$ cat src/rtl/traffic_phase_scheduler.sv
// Signal-phase sequencer for one intersection: min-green / yellow / all-red timing,
// decision-epoch step strobe and episode step counter. Optional macro: TRAFFIC_PHASE_ALLRED_EN.
module traffic_phase_scheduler #(
    parameter int GREEN_MIN   = 4,
    parameter int YELLOW_T    = 2,
    parameter int ALLRED_T    = 1,
    parameter int EPISODE_LEN = 64
) (
    input  logic       clk,
    input  logic       rst,
    input  logic       i_learning,
    input  logic       i_act_valid,
    input  logic [1:0] i_act,
    output logic       o_act_ready,
    output logic [1:0] o_phase_out,
    output logic       o_phase_valid,
    output logic       o_yellow,
    output logic       o_allred,
    output logic       o_step,
    output logic [7:0] o_step_cnt,
    output logic       o_episode_done
);

    typedef enum logic [1:0] {
        IDLE   = 2'd0,
        GREEN  = 2'd1,
        YELLOW = 2'd2,
        ALLRED = 2'd3
    } state_t;

    // One shared timer serves the green minimum and both clearance intervals.
    localparam int TMAX_A = (GREEN_MIN > YELLOW_T) ? GREEN_MIN : YELLOW_T;
    localparam int TMAX   = (TMAX_A > ALLRED_T) ? TMAX_A : ALLRED_T;
    localparam int TW     = $clog2(TMAX + 1);

    localparam logic [TW-1:0] GREEN_LAST  = TW'(GREEN_MIN - 1);
    localparam logic [TW-1:0] YELLOW_LAST = TW'(YELLOW_T - 1);
    localparam logic [7:0]    STEP_LAST   = 8'(EPISODE_LEN - 1);

    state_t          r_state;
    logic [TW-1:0]   r_timer;
    logic [1:0]      r_pending;
    logic [1:0]      r_phase;
    logic            r_phase_valid;
    logic            r_yellow;
    logic            r_allred;
    logic            r_step;
    logic [7:0]      r_step_cnt;
    logic            r_episode_done;

    state_t          w_state_nxt;
    logic [TW-1:0]   w_timer_nxt;
    logic [1:0]      w_pending_nxt;
    logic [1:0]      w_phase_nxt;
    logic            w_step_nxt;
    logic [7:0]      w_step_cnt_nxt;
    logic            w_episode_done_nxt;
    logic            w_accept;

    assign o_act_ready = (r_state == IDLE) || ((r_state == GREEN) && (r_timer == GREEN_LAST));
    assign w_accept    = i_act_valid && o_act_ready;

    // NOTE: every always_comb output gets a default first so no path leaves a latch.
    always_comb begin
        w_state_nxt   = r_state;
        w_timer_nxt   = r_timer;
        w_pending_nxt = r_pending;
        w_phase_nxt   = r_phase;
        w_step_nxt    = 1'b0;
        case (r_state)
            IDLE: begin
                if (w_accept) begin
                    w_phase_nxt = i_act;
                    w_state_nxt = GREEN;
                    w_timer_nxt = '0;
                    w_step_nxt  = 1'b1;
                end
            end
            GREEN: begin
                if (w_accept) begin
                    w_timer_nxt = '0;
                    if (i_act == r_phase) begin
                        w_step_nxt = 1'b1;
                    end else begin
                        w_pending_nxt = i_act;
                        w_state_nxt   = YELLOW;
                    end
                end else if (r_timer != GREEN_LAST) begin
                    w_timer_nxt = r_timer + TW'(1);
                end
            end
            YELLOW: begin
                if (r_timer == YELLOW_LAST) begin
                    w_timer_nxt = '0;
`ifdef TRAFFIC_PHASE_ALLRED_EN
                    w_state_nxt = ALLRED;
`else
                    w_state_nxt = GREEN;
                    w_phase_nxt = r_pending;
                    w_step_nxt  = 1'b1;
`endif
                end else begin
                    w_timer_nxt = r_timer + TW'(1);
                end
            end
`ifdef TRAFFIC_PHASE_ALLRED_EN
            ALLRED: begin
                if (r_timer == TW'(ALLRED_T - 1)) begin
                    w_timer_nxt = '0;
                    w_state_nxt = GREEN;
                    w_phase_nxt = r_pending;
                    w_step_nxt  = 1'b1;
                end else begin
                    w_timer_nxt = r_timer + TW'(1);
                end
            end
`endif
            default: begin
                w_state_nxt = IDLE;
                w_timer_nxt = '0;
            end
        endcase
    end

    // Episode bookkeeping rides on the same step that is being generated this cycle.
    always_comb begin
        w_step_cnt_nxt     = r_step_cnt;
        w_episode_done_nxt = 1'b0;
        if (w_step_nxt && i_learning) begin
            if (r_step_cnt == STEP_LAST) begin
                w_step_cnt_nxt     = '0;
                w_episode_done_nxt = 1'b1;
            end else begin
                w_step_cnt_nxt = r_step_cnt + 8'd1;
            end
        end
    end

    // NOTE: sequential state uses non-blocking assignments so all registers update together.
    always_ff @(posedge clk) begin
        if (rst) begin
            r_state        <= IDLE;
            r_timer        <= '0;
            r_pending      <= '0;
            r_phase        <= '0;
            r_phase_valid  <= 1'b0;
            r_yellow       <= 1'b0;
            r_allred       <= 1'b0;
            r_step         <= 1'b0;
            r_step_cnt     <= '0;
            r_episode_done <= 1'b0;
        end else begin
            r_state        <= w_state_nxt;
            r_timer        <= w_timer_nxt;
            r_pending      <= w_pending_nxt;
            r_phase        <= w_phase_nxt;
            r_phase_valid  <= (w_state_nxt == GREEN);
            r_yellow       <= (w_state_nxt == YELLOW);
            r_allred       <= (w_state_nxt == ALLRED);
            r_step         <= w_step_nxt;
            r_step_cnt     <= w_step_cnt_nxt;
            r_episode_done <= w_episode_done_nxt;
        end
    end

    assign o_phase_out    = r_phase;
    assign o_phase_valid  = r_phase_valid;
    assign o_yellow       = r_yellow;
    assign o_step         = r_step;
    assign o_step_cnt     = r_step_cnt;
    assign o_episode_done = r_episode_done;
`ifdef TRAFFIC_PHASE_ALLRED_EN
    assign o_allred       = r_allred;
`else
    assign o_allred       = 1'b0;
`endif

endmodule

$ cat config.mk
export PLATFORM = sky130hd
export DESIGN_NAME = traffic_phase_scheduler
export DESIGN_NICKNAME = d
export VERILOG_FILES = /design/src/rtl/traffic_phase_scheduler.sv
export SDC_FILE = /design/constraint.sdc
export NUM_CORES = 1
export LEC_CHECK = 0
export CAP_MARGIN = 20
export CORE_ASPECT_RATIO = 1.4
export CORE_MARGIN = 4
export CORE_UTILIZATION = 45
export DETAILED_ROUTE_END_ITERATION = 10
export PLACE_DENSITY = 0.76
export SLEW_MARGIN = 20
export SYNTH_ARGS = -nofsm -noshare
export SYNTH_HDL_FRONTEND = slang
export SYNTH_SLANG_ARGS = --single-unit
$ cat constraint.sdc
create_clock -name clk -period 5.5 [get_ports clk]
set_input_delay 1.1 -clock clk [delete_from_list [all_inputs] [get_ports clk]]
set_output_delay 1.1 -clock clk [all_outputs]
set_load 0.1 [all_outputs]
Word-level counts from Yosys, hierarchy flattened
Cells that the tools add are included.

Add/sub/neg operators: 2. Equal/unequal tests: 12. Multiplexer cells: 20. Bitwise logic cells: 2. Reductions and logical operators: 10.

Operators with widths (count): 2-bit two-way mux (6); 3-bit two-way mux (4); 3-bit one-hot mux with 3 select lines (1); 8-bit by 1-bit adder with 8-bit output (second input constant) (1); 8-bit by 6-bit equality test with 1-bit output (second input constant) (1); 8-bit two-way mux (1); 3-bit by 2-bit != test with 1-bit output (second input constant) (2); 2-bit one-hot mux with 3 select lines (1); 3-bit AND reduction (2); 1-bit two-way mux (5); 2-bit by 1-bit equality test with 1-bit output (second input constant) (2); 2-bit equality test (second input constant) (2); 2-bit != test (second input constant) (2); 2-bit one-hot mux with 2 select lines (1); 3-bit by 1-bit adder with 3-bit output (second input constant) (1); 3-bit by 1-bit equality test with 1-bit output (second input constant) (1); 3-bit by 2-bit equality test with 1-bit output (second input constant) (1); 1-bit logical AND (3); 1-bit one-hot mux with 3 select lines (1); 2-bit equality test (1); 2-bit zero test (1); 1-bit inverter (2); 2-bit AND reduction (1); 2-bit nonzero test (1); other kinds (2) (2).

Register bits: 21. Input port bits: 6. Output and inout port bits: 16. Logic and storage cells: 55.

Longest topological paths before layout
Depth in word-level cells: 9. Gate-level depth with buffers: 7. Depth with buffers taken out: 6.

Least setup slack after synthesis
No wires, ideal clock.

Path kind: flip-flop to output port. From: register r_timer[0]. To: output o_act_ready. Data arrival time: 1.396 ns. Required time: 4.400 ns. Setup slack: 3.004 ns. Cell stages (with the launch flop): 4. Path buffers: 0. Path through: dfxtp_1 > ha_1 > ha_1 > a21o_1.

Longest elaborated chain between the ends: 3.

RTL lines: start: declaration (RTL line 41) `logic [TW-1:0] r_timer;`; start signal: assignment (RTL line 154) `r_timer <= w_timer_nxt;`; 3-bit by 2-bit equality test with 1-bit output (RTL line 60) `assign o_act_ready = (r_state == IDLE) || ((r_state == GREEN) && (r_timer == GREEN_LAST));`; 1-bit logical AND (RTL line 60); 1-bit logical OR (RTL line 60); end: declaration (RTL line 14) `output logic o_act_ready,`.

No other way between the ends.

Worst setup path after layout
From: register r_state[0]. To: output o_act_ready.

Longest elaborated chain between the ends: 3. Elaborated cells between the ends (all ways): 4. Classes of those cells: eq/ne: 1; reduce/logical: 3.

RTL lines: start: declaration (RTL line 40) `state_t r_state;`; start signal: assignment (RTL line 153) `r_state <= w_state_nxt;`; 2-bit by 1-bit equality test with 1-bit output (RTL line 60); 1-bit logical AND (RTL line 60); 1-bit logical OR * (RTL line 60).

Mark *: on every way between the ends. The rest lies on a longest branch, timed or not.

==> flow_metrics.env <==
export IMPL_firstDrtPassIters=4
export IMPL_dpl_hpwl_mm=1.957
export IMPL_yosysUniqueCellTypes=44
export IMPL_clockBufferDepth=2
export IMPL_fin_setup_tns_ns=0
export IMPL_rows=22
export IMPL_ys_seq_elements=21
export IMPL_n_antenna_cell=0
export IMPL_ant_nets=0
export IMPL_grt_pass1_vias=1025
export IMPL_p_per_area_nw_per_um2=234.9
export IMPL_synth_area_leaders="dfxtp_1 34%, ha_1 8.0%, mux2i_1 4.8%"
export IMPL_wl_per_cell_um=13.36
export IMPL_htree_levels=1
export IMPL_hp_class="reg2reg"
export IMPL_crit_type="reg2out"
export IMPL_die_h_um=70.33
export IMPL_gp_congestion=0.8528
export IMPL_vdd_drop_max_uv=147.1
export IMPL_setup_viol_count_final=0
export IMPL_grt_util_all_layers_pct=14.70
export IMPL_cp_required_ns=4.40
export IMPL_fillers=264
export IMPL_synth_cells=135
export IMPL_relSlewSlack_pct=34.81
export IMPL_grt_pass1_wl_mm=4.222
export IMPL_cts_sinks=21
export IMPL_synthesis_area_sq_um=1249
export IMPL_ys_seq_area_share_pct=33.67
export IMPL_timing_final_hold_violations=0
export IMPL_area_growth_pct=19.84
export IMPL_finalNetCount=169
export IMPL_yosys_warnings=0
export IMPL_worst_pin_slew_ns=0.9748
export IMPL_cts_resized=0
export IMPL_cts_root_buf="clkbuf_4"
export IMPL_multi_input_area_sq_um=765.7
export IMPL_power_leakage_nw=0.5388
export IMPL_cts_buffers=3
export IMPL_core_sq_um=2643
export IMPL_grt_antenna_before_repair=0
export IMPL_slew_violations=0
export IMPL_first_iter_violations=22
export IMPL_cap_viol_max_count=0
export IMPL_final_seq_area_sq_um=420.4
export IMPL_vias=1058
export IMPL_synth_largest_area_cell="dfxtp_1"
export IMPL_cts_tree="yes"
export IMPL_die_area_sq_um=3694
export IMPL_rsz0062_at_grt="no"
export IMPL_utilization_pct=56.63
export IMPL_avgSynthCellArea_sq_um=9.250
export IMPL_port_buffers=20
export IMPL_synth_edf_count=0
export IMPL_grt_max_degree=23
export IMPL_fin_crit_ns=3.495
export IMPL_holdBufCountCts=0
export IMPL_drive_above_1_share_pct=9.740
export IMPL_cts_post_setup_buffers_inserted=0
export IMPL_io_pins=22
export IMPL_synth_top_area_share_pct=33.67
export IMPL_clk_pin_slew_ns=0.12
export IMPL_die_w_um=52.52
export IMPL_cp_max_fo=9
export IMPL_arrival_ns=2.39
export IMPL_period_share_pct=63.54
export IMPL_max_freq_mhz=286.1
export IMPL_start_util_pct=47.25
export IMPL_holdWs_ns=0.4911
export IMPL_cp_end_kind="output port"
export IMPL_synth_nets=149
export IMPL_gr_total_overflow=0
export IMPL_synthFlopType="dfxtp_1"
export IMPL_via_per_inst=5.568
export IMPL_cp_start_kind="flop"
export IMPL_status="finished clean"
export IMPL_post_route_drc_count=0
export IMPL_wl_mm=2.539
export IMPL_clock_latency_ns=0.30
export IMPL_synthArstFlopShare_pct=0
export IMPL_skew_ns=0.007064
cells in the mapped netlist, types with 3 or more instances:
| library cell | count |
|---|---|
| inv_1 | 10 |
| dfxtp_1 | 21 |
| nor2b_1 | 4 |
| nand2_1 | 5 |
| a21oi_1 | 10 |
| nand3_1 | 7 |
| ha_1 | 8 |
| mux2i_1 | 6 |
| nor2_1 | 10 |
| a21o_1 | 3 |
| a211oi_1 | 5 |
| o41ai_1 | 3 |
cell families after synthesis:
group                      count (synthesis)  synth area share [%]
buffers and inverters                     15                 5.011
AOI/OAI and AO/OA                         38                 24.35
muxes                                      9                 7.515
other                                      1                0.3003
DFF                                       21                 33.67
and+or+nand+nor                           39                 18.34
xor gates and xnor gates                   4                 2.806
adders and majority gates                  8                 8.016
flip-flops by register name, summed over array words and instances, names as in the netlist:
name and flops:
o_phase_valid 1, o_episode_done 1, r_timer 3, o_yellow 1
r_pending 2, o_step 1, r_state 2, o_step_cnt 8
o_phase_out 2
worst max-delay path, cell delays in order (launching register included):
cell             delay, ns
dfxtp_1               0.36
inv_1                 0.11
ha_1                  0.36
a21o_1                0.14
clkdlybuf4s50_1       1.13
final cells by class:
| class | instances | area share [%] |
|---|---|---|
| Multi-Input combinational cell | 99 | 51.17 |
| Timing Repair Buffer | 20 | 13.38 |
| Inverter | 10 | 2.508 |
| Clock inverter | 1 | 0.3344 |
| Tap cell | 36 | 3.010 |
| Sequential cell | 21 | 28.09 |
| Clock buffer | 3 | 1.505 |
worst paths after layout:
kind / cells after the start / from / slack [ns] / endpoint
min reg2reg: 2 / r_timer[1]$_SDFFE_PP0P_ / 0.49 / r_timer[1]$_SDFFE_PP0P_
min: 2 / r_timer[1]$_SDFFE_PP0P_ / 0.49 / r_timer[1]$_SDFFE_PP0P_
max reg2reg: 6 / r_state[0]$_SDFF_PP0_ / 3.52 / o_step_cnt[2]$_SDFFE_PP0P_
max: 4 / r_state[0]$_SDFF_PP0_ / 2.01 / o_act_ready
stage by stage:
step / setup slack [ns] / cells / area [sq um] / power [mW]
after floorplan: 3.004 / 135 / 1249 / 0.2567
after global placement: 2.388 / 186 / 1469 / 0.2794
after detailed placement: 2.357 / 186 / 1469 / 0.2816
after CTS: 1.990 / 190 / 1496 / 0.3581
after global routing: 1.889 / 190 / 1496 / 0.3697
final: 2.005 / 190 / 1496 / 0.3516
routing by layer:
layer	vias to the layer above	share of wire (%)	track usage, %	wire, um
li1	532	-	-	-
met1	506	39	14.81	999
met2	16	55	27.76	1403
met3	4	3.3	2.559	83
met4	0	2.1	6.250	53
met5	-	0	0	0
power breakdown:
part / total, mW / internal, mW / switching [mW]
clock: 0.0734 / 0.0271 / 0.0463
combinational: 0.114 / 0.0326 / 0.0812
sequential: 0.164 / 0.158 / 0.00598
total: 0.352 / 0.218 / 0.134
layout by cell type, fill, tap and decap left out, drive strengths merged:
cell and instances:
a211oi 6, a21o 3, a21oi 10, a221oi 3, a31oi 1, and2 2
and2b 1, and3 1, and3b 1, clkbuf 3, clkdlybuf4s50 20, clkinv 1
conb 1, dfxtp 21, ha 8, inv 10, mux2 3, mux2i 6
nand2 5, nand2b 2, nand3 7, nand4 1, nand4b 1, nor2 10
nor2b 4, nor3 1, nor3b 1, o2111a 1, o2111ai 1, o211ai 3
o21a 2, o21ai 3, o21bai 1, o221ai 1, o41ai 3, or2 1
or3b 1, xnor2 2, xor2 2
No activity file was read; power rests on OpenSTA's default activity.
